$ cat src/rtl/pipe_stall_ctrl.sv
// Stall/flush controller for a 5-stage pipeline: sequences multi-cycle data-memory
// accesses, resolves load-use hazards and squashes wrong-path work on taken branches.
module pipe_stall_ctrl #(
  parameter int LEN_INST_REG = 5,
  parameter int MEM_TIMEOUT  = 64,
  parameter int CNT_W        = 16
) (
  input  logic                    clk,
  input  logic                    rst,
  input  logic [LEN_INST_REG-1:0] id_rs,
  input  logic [LEN_INST_REG-1:0] id_rt,
  input  logic                    id_uses_rt,
  input  logic                    idex_MemRead,
  input  logic [LEN_INST_REG-1:0] idex_rt,
  input  logic                    exmem_MemRead,
  input  logic                    exmem_MemWrite,
  input  logic                    exmem_PCSrc,
  input  logic                    mem_ack,
  output logic                    mem_req,
  output logic                    pc_we,
  output logic                    ifid_we,
  output logic                    idex_we,
  output logic                    exmem_we,
  output logic                    memwb_we,
  output logic                    flush_ifid,
  output logic                    flush_idex,
  output logic                    flush_exmem,
  output logic                    mem_err,
  output logic [CNT_W-1:0]        stall_cnt
);

  localparam int TMO_W = (MEM_TIMEOUT > 2) ? $clog2(MEM_TIMEOUT) : 1;
  localparam logic [TMO_W-1:0] TMO_LAST = TMO_W'(MEM_TIMEOUT - 1);

  typedef enum logic {RUN, MEM_WAIT} state_t;

  state_t             state_q, state_d;
  logic               req_q, req_d;
  logic               err_q, err_d;
  logic [TMO_W-1:0]   tmo_q, tmo_d;
  logic [CNT_W-1:0]   cnt_q, cnt_d;
  logic               mem_acc;
  logic               load_use;
  logic               advance;

  assign mem_acc  = exmem_MemRead | exmem_MemWrite;
  assign load_use = idex_MemRead && (idex_rt != '0) &&
                    ((idex_rt == id_rs) || (id_uses_rt && (idex_rt == id_rt)));

  always_comb begin
    state_d     = state_q;
    tmo_d       = tmo_q;
    err_d       = err_q;
    advance     = 1'b0;
    pc_we       = 1'b0;
    ifid_we     = 1'b0;
    idex_we     = 1'b0;
    exmem_we    = 1'b0;
    memwb_we    = 1'b0;
    flush_ifid  = 1'b0;
    flush_idex  = 1'b0;
    flush_exmem = 1'b0;

    case (state_q)
      RUN: begin
        if (mem_acc) begin
          state_d = MEM_WAIT;
          tmo_d   = '0;
        end else begin
          advance = 1'b1;
        end
      end
      MEM_WAIT: begin
        if (mem_ack) begin
          advance = 1'b1;
          state_d = RUN;
          tmo_d   = '0;
        end else if (tmo_q == TMO_LAST) begin
          // Abort a stuck access as if it completed, and remember that it happened.
          advance = 1'b1;
          state_d = RUN;
          tmo_d   = '0;
          err_d   = 1'b1;
        end else begin
          tmo_d = tmo_q + 1'b1;
        end
      end
    endcase

    if (advance) begin
      idex_we  = 1'b1;
      exmem_we = 1'b1;
      memwb_we = 1'b1;
      if (exmem_PCSrc) begin
        pc_we       = 1'b1;
        ifid_we     = 1'b1;
        flush_ifid  = 1'b1;
        flush_idex  = 1'b1;
        flush_exmem = 1'b1;
      end else if (load_use) begin
        flush_idex = 1'b1;
      end else begin
        pc_we   = 1'b1;
        ifid_we = 1'b1;
      end
    end

    if (!rst) begin
      pc_we       = 1'b0;
      ifid_we     = 1'b0;
      idex_we     = 1'b0;
      exmem_we    = 1'b0;
      memwb_we    = 1'b0;
      flush_ifid  = 1'b0;
      flush_idex  = 1'b0;
      flush_exmem = 1'b0;
    end

    req_d = (state_d == MEM_WAIT);
    cnt_d = cnt_q;
    if (!pc_we && (cnt_q != '1)) cnt_d = cnt_q + CNT_W'(1);
  end

  always_ff @(posedge clk) begin
    if (!rst) begin
      state_q <= RUN;
      req_q   <= 1'b0;
      err_q   <= 1'b0;
      tmo_q   <= '0;
      cnt_q   <= '0;
    end else begin
      state_q <= state_d;
      req_q   <= req_d;
      err_q   <= err_d;
      tmo_q   <= tmo_d;
      cnt_q   <= cnt_d;
    end
  end

  assign mem_req   = req_q;
  assign mem_err   = err_q;
  assign stall_cnt = cnt_q;

endmodule

$ cat config.mk
export PLATFORM = sky130hd
export DESIGN_NAME = pipe_stall_ctrl
export DESIGN_NICKNAME = d
export VERILOG_FILES = /design/src/rtl/pipe_stall_ctrl.sv
export SDC_FILE = /design/constraint.sdc
export NUM_CORES = 1
export LEC_CHECK = 0
export CELL_PAD_IN_SITES_DETAIL_PLACEMENT = 1
export CELL_PAD_IN_SITES_GLOBAL_PLACEMENT = 1
export CORE_MARGIN = 2
export CORE_UTILIZATION = 35
export CTS_CLUSTER_DIAMETER = 150
export CTS_CLUSTER_SIZE = 14
export DETAILED_ROUTE_END_ITERATION = 8
export PLACE_DENSITY = 0.94
export SETUP_SLACK_MARGIN = 0.1
export SLEW_MARGIN = 20
export SYNTH_ARGS = -nofsm -noshare
export SYNTH_HDL_FRONTEND = slang
export SYNTH_SLANG_ARGS = --single-unit
$ cat constraint.sdc
create_clock -name clk -period 4.6 [get_ports clk]
set_clock_uncertainty 0.05 [all_clocks]
set_input_delay 1.38 -clock clk [delete_from_list [all_inputs] [get_ports clk]]
set_output_delay 1.38 -clock clk [all_outputs]
set_load 0.02 [all_outputs]
==> flow_metrics.tcl <==
set metrics [dict create \
    grt_use_total_pct 18.4 \
    r2r_start "tmo_q[0]" \
    cts.clk_slew.worst_paths_ns 0.08 \
    ys.flop_type "dfxtp_1" \
    fp.dieH_um 68.1 \
    synthTopCellsByCount "dfxtp_1 (24), nand2_1 (16), a21oi_1 (13)" \
    via_per_inst 5.48 \
    synthMuxAreaShare_pct 4.87 \
    via_count 1469 \
    cts-root-buf "clkbuf_8" \
    cts_tree "done" \
    p_seq_share_pct 50.3 \
    syn_area_um2 1440 \
    rr_worst_depth 8 \
    die_w_um 68.1 \
    hold_viol 0 \
    drive_above_1_share_pct 12.8 \
    min_path_type "reg -> reg" \
    crit_required_ns 3.17 \
    max_cap_violations 0 \
    synth_top_family_by_area "simple AND/OR/NAND/NOR gates" \
    slew_headroom_pct 67.0 \
    drt_iter0_drc 24 \
    setup_tns_ns 0 \
    dpl_cell_area_um2 1980 \
    insertion_delay_ns 0.27 \
    ctsLongestPathBuffers 2 \
    yosysTopAreaCellShare_pct 33.4 \
    instances_no_fill 268 \
    fin_crit_sh_pct 95.9 \
    synthArstFlopShare_pct 0 \
    rsz0062_at_grt "no" \
    pin_count 49 \
    nFillCells 475 \
    yosys.area_share.simple_pct 31.4 \
    grt_pass1_vias 1446 \
    die-area_um2 4640 \
    synth-seq-cells 24 \
    cts.sinks 24 \
    grt_max_degree 27 \
    grt_overflow_total 0 \
    p_per_area_nw_per_um2 210 \
    grt_pass1_wl_mm 6.51 \
    numCtsBuffers 3 \
    cellLeakagePower_nw 0.769 \
    synth_cells 167 \
    post-route-drc-count 0 \
    layout.nets 245 \
    gp_congestion 0.822 \
    critPathLaunch "id_rt[3]" \
    post-place-cells 264 \
    synthAdderAreaFrac_pct 1.74 \
    arrival_ns 2.98 \
    synthMostInstantiatedCell "dfxtp_1" \
    dp_hpwl_mm 3.06 \
    finalMaxSlewViolations 0 \
    ys_types 41 \
    fmax_ghz 0.227 \
    p_clk_share_pct 29.0 \
    yosys_warnings 0 \
    antenna_found_initial 0 \
    rows 23 \
    ir_drop_v 0.000123 \
    diodes 0 \
    postSynthAreaPerCell_um2 8.62 \
    post-route-min-period_ns 4.41 \
    area_growth_pct 42.0 \
    setup.worst_path.start_class "input port" \
    core_area_um2 3970 \
    setup_viol_count_final 0 \
    synth-xor-area-share_pct 6.09 \
    swShare_pct 26.7 \
    synth_edf_count 0 \
    synth-compound-area-share_pct 17.2 \
    p_int_mw 0.315 \
    cp-end-kind "output pin" \
    drt-total-wl_mm 4.09 \
    ff2ff_setup_slack_ns 2.31 \
    ys_seq_area_share_pct 33.4 \
    dr.pass1.iters 4 \
    finalInstanceArea_um2 2040 \
    synth_top_area_cell "dfxtp_1" \
    critPathCapture "flush_idex" \
    timing.rr.end "stall_cnt[13]" \
    postCtsHoldBufs 0 \
    cp_max_fo 2 \
    synth.area.top_cells "dfxtp_1 (33%), xor2_1 (5.5%), mux2i_1 (4.9%)" \
    critPathKind "in -> out" \
    ant_nets 0 \
    wire_per_inst_um 15.3 \
    synth_nets 192 \
    worstMarginPinSlew_ns 0.494 \
    portBuffers 48 \
    outcome "completed" \
    switching_power_mw 0.115 \
    comb_power_share_pct 20.7 \
    fin_hold_ws_ns 0.435 \
    h-tree-depth 1 \
    start_util_pct 36.2 \
]
-- per-layer routing --
layer	track usage [%]	up-vias	part of all wire, %
met5	0	-	0
met4	7.25	0	1.2
met3	4.28	5	7.2
met2	31.8	40	49
met1	21.8	707	43
li1	-	717	-
-- cells by family after synthesis --
logic type / after synthesis
adder cells (fa/ha/maj): 2
AO/OA/AOI/OAI: 37
buffers and inverters: 12
AND/OR/NAND/NOR: 75
flip-flops: 24
XOR/XNOR: 10
multiplexers: 7
-- cell usage in the layout, fill, tap and decap left out, types with 2 or more instances in the layout --
master	instances
o21a_1	3
xor2_1	9
mux2i_1	7
nor3_1	3
o21ai_0	5
dlymetal6s2s_1	4
inv_1	2
clkbuf_8	3
or3_1	2
dfxtp_1	24
a21oi_1	13
clkdlybuf4s50_1	36
nor4b_2	2
nand4_1	2
nor2_1	11
and3_1	4
nor4_2	4
nor3b_1	2
dlygate4sd2_1	5
nand3_1	5
or4_1	8
nand2_1	16
nand2b_1	8
ha_1	2
o31ai_1	6
buf_4	10
-- worst min-delay path by stage --
stage              from  endpoint  slack, ns  cells past startpoint
2_1_floorplan  tmo_q[5]  tmo_q[5]       0.41                      2
3_3_place_gp    mem_err   mem_err       0.41                      2
3_5_place_dp    mem_err   mem_err       0.42                      2
4_1_cts         mem_err   mem_err       0.44                      2
5_1_grt         mem_err   mem_err       0.48                      2
6_report        mem_err   mem_err       0.44                      2
-- power groups by stage --
| stage | Combinational (mW) | Clock, mW | Sequential [mW] |
|---|---|---|---|
| after floorplan | 0.0392 | 0 | 0.224 |
| after global placement | 0.0864 | 0 | 0.221 |
| after detailed placement | 0.0895 | 0 | 0.221 |
| after CTS | 0.0884 | 0.128 | 0.217 |
| after global routing | 0.0967 | 0.137 | 0.218 |
| final | 0.0888 | 0.125 | 0.217 |
-- flip-flops by register name (all words and copies together), names as in the netlist --
register   flops
mem_err        1
mem_req        1
stall_cnt     16
tmo_q          6
-- layout make-up --
cell class,instances,area [um2],area share [%]
Clock buffer,3,41.3,2.02
Inverter,2,7.51,0.367
Multi-Input combinational cell,131,901,44.1
Sequential cell,24,480,23.5
Tap cell,50,62.6,3.06
Timing Repair Buffer,58,551,26.9
-- through the flow --
step | util (%) | worst slack (ns) | power (mW)
5_1_grt | 51.4 | 0.0655 | 0.452
3_5_place_dp | 49.9 | -0.321 | 0.311
6_report | 51.4 | 0.190 | 0.430
4_1_cts | 50.9 | 0.0188 | 0.433
3_3_place_gp | 49.9 | -0.258 | 0.307
2_1_floorplan | - | 0.251 | 0.264
-- worst max-delay path, cell delays in order --
cell and delay (ns):
clkdlybuf4s50_1 0.41, xor2_1 0.15, nor4_2 0.35, a32oi_2 0.18
buf_4 0.16, nor2_2 0.07, o21a_1 0.15, buf_6 0.12
-- timing repair --
action                                  4_1_cts  5_1_grt
gates resized for setup                      18        9
pin swaps                                     1        3
endpoints found under the setup margin        8        3
buffers inserted                              1        0
cloned                                        0        0
Note: power is estimated with default switching activity, not from simulation.
